--- config.mk ---
export PLATFORM = sky130hd
export DESIGN_NAME = nco_sequencer_multi
export DESIGN_NICKNAME = d
export VERILOG_FILES = /design/src/rtl/nco_sequencer_multi.sv
export SDC_FILE = /design/constraint.sdc
export NUM_CORES = 1
export LEC_CHECK = 0
export CORE_MARGIN = 2
export CORE_UTILIZATION = 45
export DETAILED_ROUTE_END_ITERATION = 12
export PLACE_DENSITY_LB_ADDON = 0.2
export SYNTH_ARGS = -nofsm -noshare
export SYNTH_HDL_FRONTEND = slang
export SYNTH_SLANG_ARGS = --single-unit
--- constraint.sdc ---
create_clock -name clk50mhz -period 5.23 [get_ports clk50mhz]
set_input_delay 1.569 -clock clk50mhz [delete_from_list [all_inputs] [get_ports clk50mhz]]
set_output_delay 1.569 -clock clk50mhz [all_outputs]
set_load 0.1 [all_outputs]
--- src/rtl/nco_sequencer_multi.sv ---
// nco_sequencer_multi: four-unit sawtooth NCO, time-multiplexed over a 16-clock frame per sample_tick
module nco_sequencer_multi #(
  parameter int dsz = 52
) (
  input  logic           clk50mhz,
  input  logic           reset_n,
  input  logic           sample_tick,
  input  logic [dsz-1:0] inc,
  input  logic [3:0]     sync,
  output logic [1:0]     unit,
  output logic           portamento_clk,
  output logic [15:0]    sample_out,
  output logic [1:0]     sample_unit,
  output logic           sample_valid,
  output logic           busy,
  output logic           overrun
);
  typedef enum logic [2:0] {IDLE, SEL, CAPTURE, ACCUM, EMIT} state_t;
  state_t                state_q, state_d;
  logic [1:0]            slot_q, slot_d;
  logic [dsz-1:0]        inc_q;
  logic [3:0][dsz-1:0]   phase_q;
  logic [dsz-1:0]        phase_d;
  logic [3:0]            pending_q, pending_d;
  logic [15:0]           sample_out_q;
  logic [1:0]            sample_unit_q;
  logic                  overrun_q;
  always_ff @(posedge clk50mhz or negedge reset_n) begin
    if (!reset_n) begin
      state_q <= IDLE;
      slot_q  <= '0;
    end else begin
      state_q <= state_d;
      slot_q  <= slot_d;
    end
  end
  always_comb begin
    state_d = state_q;
    slot_d  = slot_q;
    case (state_q)
      IDLE: begin
        state_d = sample_tick ? SEL : IDLE;
        slot_d  = sample_tick ? 2'd0 : slot_q;
      end
      SEL:     state_d = CAPTURE;
      CAPTURE: state_d = ACCUM;
      ACCUM:   state_d = EMIT;
      EMIT: begin
        state_d = (slot_q == 2'd3) ? IDLE : SEL;
        slot_d  = (slot_q == 2'd3) ? slot_q : slot_q + 2'd1;
      end
      default: state_d = IDLE;
    endcase
  end
  always_comb begin
    unit           = slot_q;
    portamento_clk = state_q == CAPTURE;
    sample_valid   = state_q == EMIT;
    busy           = state_q != IDLE;
    sample_out     = sample_out_q;
    sample_unit    = sample_unit_q;
    overrun        = overrun_q;
  end
  // A pending sync wins over the sum; a sync landing on the clearing cycle re-arms it.
  always_comb begin
    phase_d   = pending_q[slot_q] ? '0 : phase_q[slot_q] + inc_q;
    pending_d = (pending_q & ~((state_q == ACCUM) ? (4'b0001 << slot_q) : 4'b0000)) | sync;
  end
  always_ff @(posedge clk50mhz or negedge reset_n) begin
    if (!reset_n) begin
      inc_q         <= '0;
      phase_q       <= '0;
      pending_q     <= '0;
      sample_out_q  <= '0;
      sample_unit_q <= '0;
      overrun_q     <= 1'b0;
    end else begin
      pending_q <= pending_d;
      overrun_q <= overrun_q | (sample_tick & (state_q != IDLE));
      if (state_q == CAPTURE) inc_q <= inc;
      if (state_q == ACCUM) begin
        phase_q[slot_q] <= phase_d;
        sample_out_q    <= {~phase_d[dsz-1], phase_d[dsz-2 -: 15]};
        sample_unit_q   <= slot_q;
      end
    end
  end
endmodule
[Yosys cells after proc, flatten, opt, wreduce, memory -nomap -nowiden]
Cells that the tools add are included.
W data, S select, Z words.
Operators by class
  shift-type cells: 1
  order comparisons: 2
  $add $sub $neg: 2
  reductions and logical operators: 5
  equality and inequality tests: 7
  mux-type cells: 15
  bitwise operators: 6
Operator list (count)
  $bwmux W208: 1
  $mux W52: 3
  $bmux W52 S2: 1
  $demux W52 S2: 1
  $add A52 B52 Y52: 1
  $pmux W3 S5: 1
  $eq A3 B2 Y1 const B: 2
  $and A4 B4 Y4: 1
  $mux W2: 2
  $mux W4: 1
  $ne A2 B2 Y1 const B: 2
  $not A4 Y4: 1
  $or A4 B4 Y4: 1
  $pmux W2 S2: 1
  $shl A1 B2 Y4 const A: 1
  $eq A3 B1 Y1 const B: 1
  $eq A3 B3 Y1 const B: 1
  $logic_not A3 Y1: 1
  $lt A2 B3 Y1 const B: 1
  $mux W1: 3
  $reduce_and A3 Y1: 1
  $reduce_bool A3 Y1: 1
  $add A2 B1 Y2 const B: 1
  $bmux W1 S2: 1
  7 further kinds: 7
Storage, ports and cells
  register bits: 288
  output and inout port bits: 24

[Logic depth before layout (Yosys ltp)]
  depth in word-level cells: 5
  gate-level depth with buffers: 14
  depth with buffers taken out: 12

[Least setup slack after synthesis]
No wires, ideal clock.
  kind: flip-flop to flip-flop
  from: register slot_q[0] (netlist: unit[0])
  to: register sample_out_q[4] (netlist: sample_out[4])
  stages on the path, launching flop included: 14
  buffers on the path: 2
  library setup time: 0.122 ns
  slack: 0.374 ns
  data arrival time: 4.734 ns
  data required time: 5.108 ns
  clock period less this slack: 4.856 ns
  path through: dfrtp_1 -> buf_1 -> buf_1 -> mux4_2 -> ha_1 -> o21a_1 -> o211a_1 -> and2_1 -> or3_4 -> a31o_2 -> a21oi_4 -> nand2_4 -> xor2_2 -> a22o_1
On the way
  word-level cells in the longest chain between the ends: 4
  elaborated cells on any way between the ends: 6
  those cells by class: add/sub (1); mux (5)
Ends and longest elaborated chain
  from (decl): RTL line 20  | logic [1:0] slot_q, slot_d;
  from (signal assigned): RTL line 34  | slot_q <= slot_d;
  $bmux W52 S2: RTL line 66  | phase_d = pending_q[slot_q] ? '0 : phase_q[slot_q] + inc_q;
  $mux W52 (implied by the code): RTL line 66
  $add A52 B52 Y52: RTL line 66
  $mux W52 *: RTL line 66
  to (signal assigned): RTL line 83  | sample_out_q <= {~phase_d[dsz-1], phase_d[dsz-2 -: 15]};
  to (decl): RTL line 25  | logic [15:0] sample_out_q;
Every way passes the cells marked *; elsewhere a longest branch is shown, timed or not. The select of a mux whose other input is x is not followed.
A chain may end at the register's enable or synchronous reset.

[Final worst setup path]
  from: register slot_q[0] (netlist: unit[0])
  to: register sample_out_q[14] (netlist: sample_out[14])
Same word-level chain as after synthesis.

==> summary.txt <==
Global route
  • First-pass GRT wire length: about 62000 µm
  • Largest net degree at the start of global routing: between 100 and 150
  • All-layer global routing usage: 0.2209
  • Antenna violations before repair: 0
  • Total congestion overflow: 0
  • Vias in the first global route: 11430

Clocking
  • PostCTS Resize Cnt: 0
  • Cts hold-fix bufs: 0
  • Level count of the clock H-tree: 1
  • Clock Sinks: roughly 290
  • Deepest clock path buffer count: 3
  • CTS Buf Count: 31
  • Worst-Skew Late Latency: around 0.57 ns
  • Postcts setup bufs: 0
  • CTS tree: done
  • CTS clk-pin slew, worst paths: about 0.060 ns
  • Clock root buffer: clkbuf_16

Timing
  • Fmax: ~0.23 GHz
  • Worst Skew: about 0.021 ns
  • Setup tns final: 0 ns
  • Worst-margin pin slew: between 1 and 1.5 ns
  • Max Slew Vio Count: 0
  • RSZ-0062 raised after global routing: false
  • Minimum clock period: about 4.4 ns
  • Period utilisation layout: 0.8449
  • Final Setup Violations: 0
  • Final hold viol count: 0
  • Relative max-transition margin: 0.2949

Critical path
  • R2R depth: 12
  • R2r setup slk: between 0.8 and 0.9 ns
  • Critical Path Max Stage Delay: about 0.8 ns
  • RR Startpoint: unit[0]
  • Crit end category: register
  • CP delay by family, top: compound AO/OA/AOI/OAI gates
  • Count of buffer and inverter cells on the critical path: 0
  • Worst path required time: ~5.7 ns
  • Startpoint types: register
  • Crit path kind: register to register
  • Cell Chain, Critical Path: mux4_2, ha_1, fa_1, a211oi_2, o211ai_1, a2111oi_0, nor3_1, o21ai_1, a21oi_1, a31oi_1, xnor2_1, a22o_1
  • Critical R2R Capture: sample_out[14]
  • Slowest-stage cell, CP: dfrtp_4
  • Arrival time at the worst endpoint: ~4.9 ns
  • Crit-path max FO: 26

Worst hold path
  • Min-Delay Path Depth: 1
  • Hold_sp: overrun
  • Worst Hold Path EP: overrun
  • Hold Crit Class: register to register

Synthesis
  • Count of different cell masters after synthesis: 76
  • Netlist Area Pre-Place: approximately 15000 µm²
  • Syn Area/Cell: ~11 µm²
  • Xor and xnor fraction of the mapped netlist area: 0.02948
  • Number of synthesized flops with an enable pin: 0
  • Ys Warns: 0
  • Prevailing post-synth register cell: dfrtp_1
  • Adder-cell area share of the yosys netlist: 0.04714
  • Synth Area in Simple Gates: 0.1083
  • Synth Register Bits: about 290
  • Mux cell area share after synthesis: 0.1223
  • Combinational family with the most area after synthesis: compound AO/OA/AOI/OAI gates
  • Mapped Nets: about 1500
  • Gate count after technology mapping: between 1000 and 1500
  • Register area share after synthesis: 0.4797
  • Synth async-reset ratio: 1.000
  • Post-synthesis compound-gate area fraction: 0.1860

Finish
  • Final net count: between 1500 and 2000
  • Share of layout cells above drive strength 1: 0.1516
  • Layout area overhead: 15.79%
  • # diodes: 0
  • Final core occ: 0.5319
  • Most frequent cells in the layout: dfrtp_1, nand2_1, o21ai_0
  • # fillers: between 2000 and 3000
  • Most common cell after layout, fill and taps aside: dfrtp_1

Floorplanning
  • Area of the die: around 35000 µm²
  • Die X: 186.7 µm
  • Initial Utilization: 0.4594
  • Rows: between 60 and 70
  • # IOs: 83
  • Core area: ~33000 µm²
  • Die height: 186.7 µm

Job
  • Max-cap violations: 0

Place
  • Routability Congestion: about 0.91
  • Port Buf Inserts: 82
  • Hpwl dp: 25580 µm

Drt
  • Number of remaining DRC errors: 0
  • Routed vias: around 11000
  • WL final: between 30000 and 40000 µm
  • Routed Antenna Nets: 0
  • Wire per inst: about 20 µm
  • DR iter-0 viols: 759
  • Vias/cell: 5.797
  • Pre-Repair DR Iteration Count: 5

Pwr
  • Max IR drop VDD: 0.4057 mV
  • Pwr Density: ~670 nW/µm²
  • Final Power: 11730 µW
  • P_leak: 0.007522 µW

Run status
  • Run status: complete, no violations
kinds of logic after synthesis:
logic type               count (synthesis)
AND/OR/NAND/NOR                        367
AO/OA/AOI/OAI                          422
multiplexers                           112
flip-flops                             288
buffers and inverters                  106
adder cells (fa/ha/maj)                 56
XOR/XNOR                                48
sequential cells by signal, indices dropped and copies added (netlist names):
signal / count
phase_q: 208
inc_q: 52
sample_out: 16
pending_q: 4
state_q: 3
sample_unit: 2
unit: 2
overrun: 1
how the worst max path moves through the flow:
stage | start | cells past startpoint | end
global route | unit[0] | 12 | phase_q[102]
global placement | unit[0] | 12 | sample_out[14]
finish | unit[0] | 12 | sample_out[14]
CTS | unit[0] | 12 | sample_out[14]
detailed placement | unit[0] | 12 | sample_out[14]
floorplan | unit[0] | 13 | sample_out[4]
synthesized netlist by cell type, types with 19 or more instances:
library cell | instances | area share
xor2_1 | 19 | 0.011
clkbuf_1 | 65 | 0.016
dfrtp_1 | 288 | 0.48
nand2_1 | 227 | 0.057
ha_1 | 55 | 0.046
nand3_1 | 23 | 0.0077
nor3_1 | 20 | 0.0067
xnor2_1 | 26 | 0.015
a21o_1 | 25 | 0.012
mux2_2 | 53 | 0.040
a21oi_1 | 69 | 0.023
nor2_1 | 42 | 0.010
o21ai_0 | 145 | 0.048
a22o_1 | 74 | 0.043
o31ai_1 | 28 | 0.014
mux4_2 | 52 | 0.078
cell type report:
cell class	instances	area, µm²	area share
multi-input cells	1005	7438	0.4276
flip-flops and latches	288	7212	0.4146
inverters	17	63.81	0.003668
repair buffers	103	1039	0.05970
well taps	442	553.0	0.03179
clock inverters	10	160.2	0.009207
clock buffers	48	929.6	0.05344
routing by layer:
metal	global-route usage	vias to the layer above	wire, µm
met1	0.3186	5522	17940
met5	0	-	0
met4	0.05769	0	1020
met3	0.03329	64	1896
met2	0.3504	269	17130
li1	-	5234	-
report_power, final:
group / switching (µW) / leakage (µW) / total [µW] / internal, µW
registers: 550 / 0.00385 / 3510 / 2960
logic: 3720 / 0.00314 / 5900 / 2180
clock network: 905 / 0.000533 / 2320 / 1410
metrics by stage:
stage / instance area (µm²) / cells / hold WS (ns) / setup slack (ns)
floorplan: 15020 / 1399 / 0.4432 / 0.3739
global placement: 16310 / 1855 / 0.4504 / 0.8667
detailed placement: 16310 / 1855 / 0.4465 / 0.7670
CTS: 17400 / 1913 / 0.4668 / 0.7625
global route: 17400 / 1913 / 0.4838 / 0.4283
finish: 17400 / 1913 / 0.4582 / 0.8111
(Power assumes the default switching activity.)
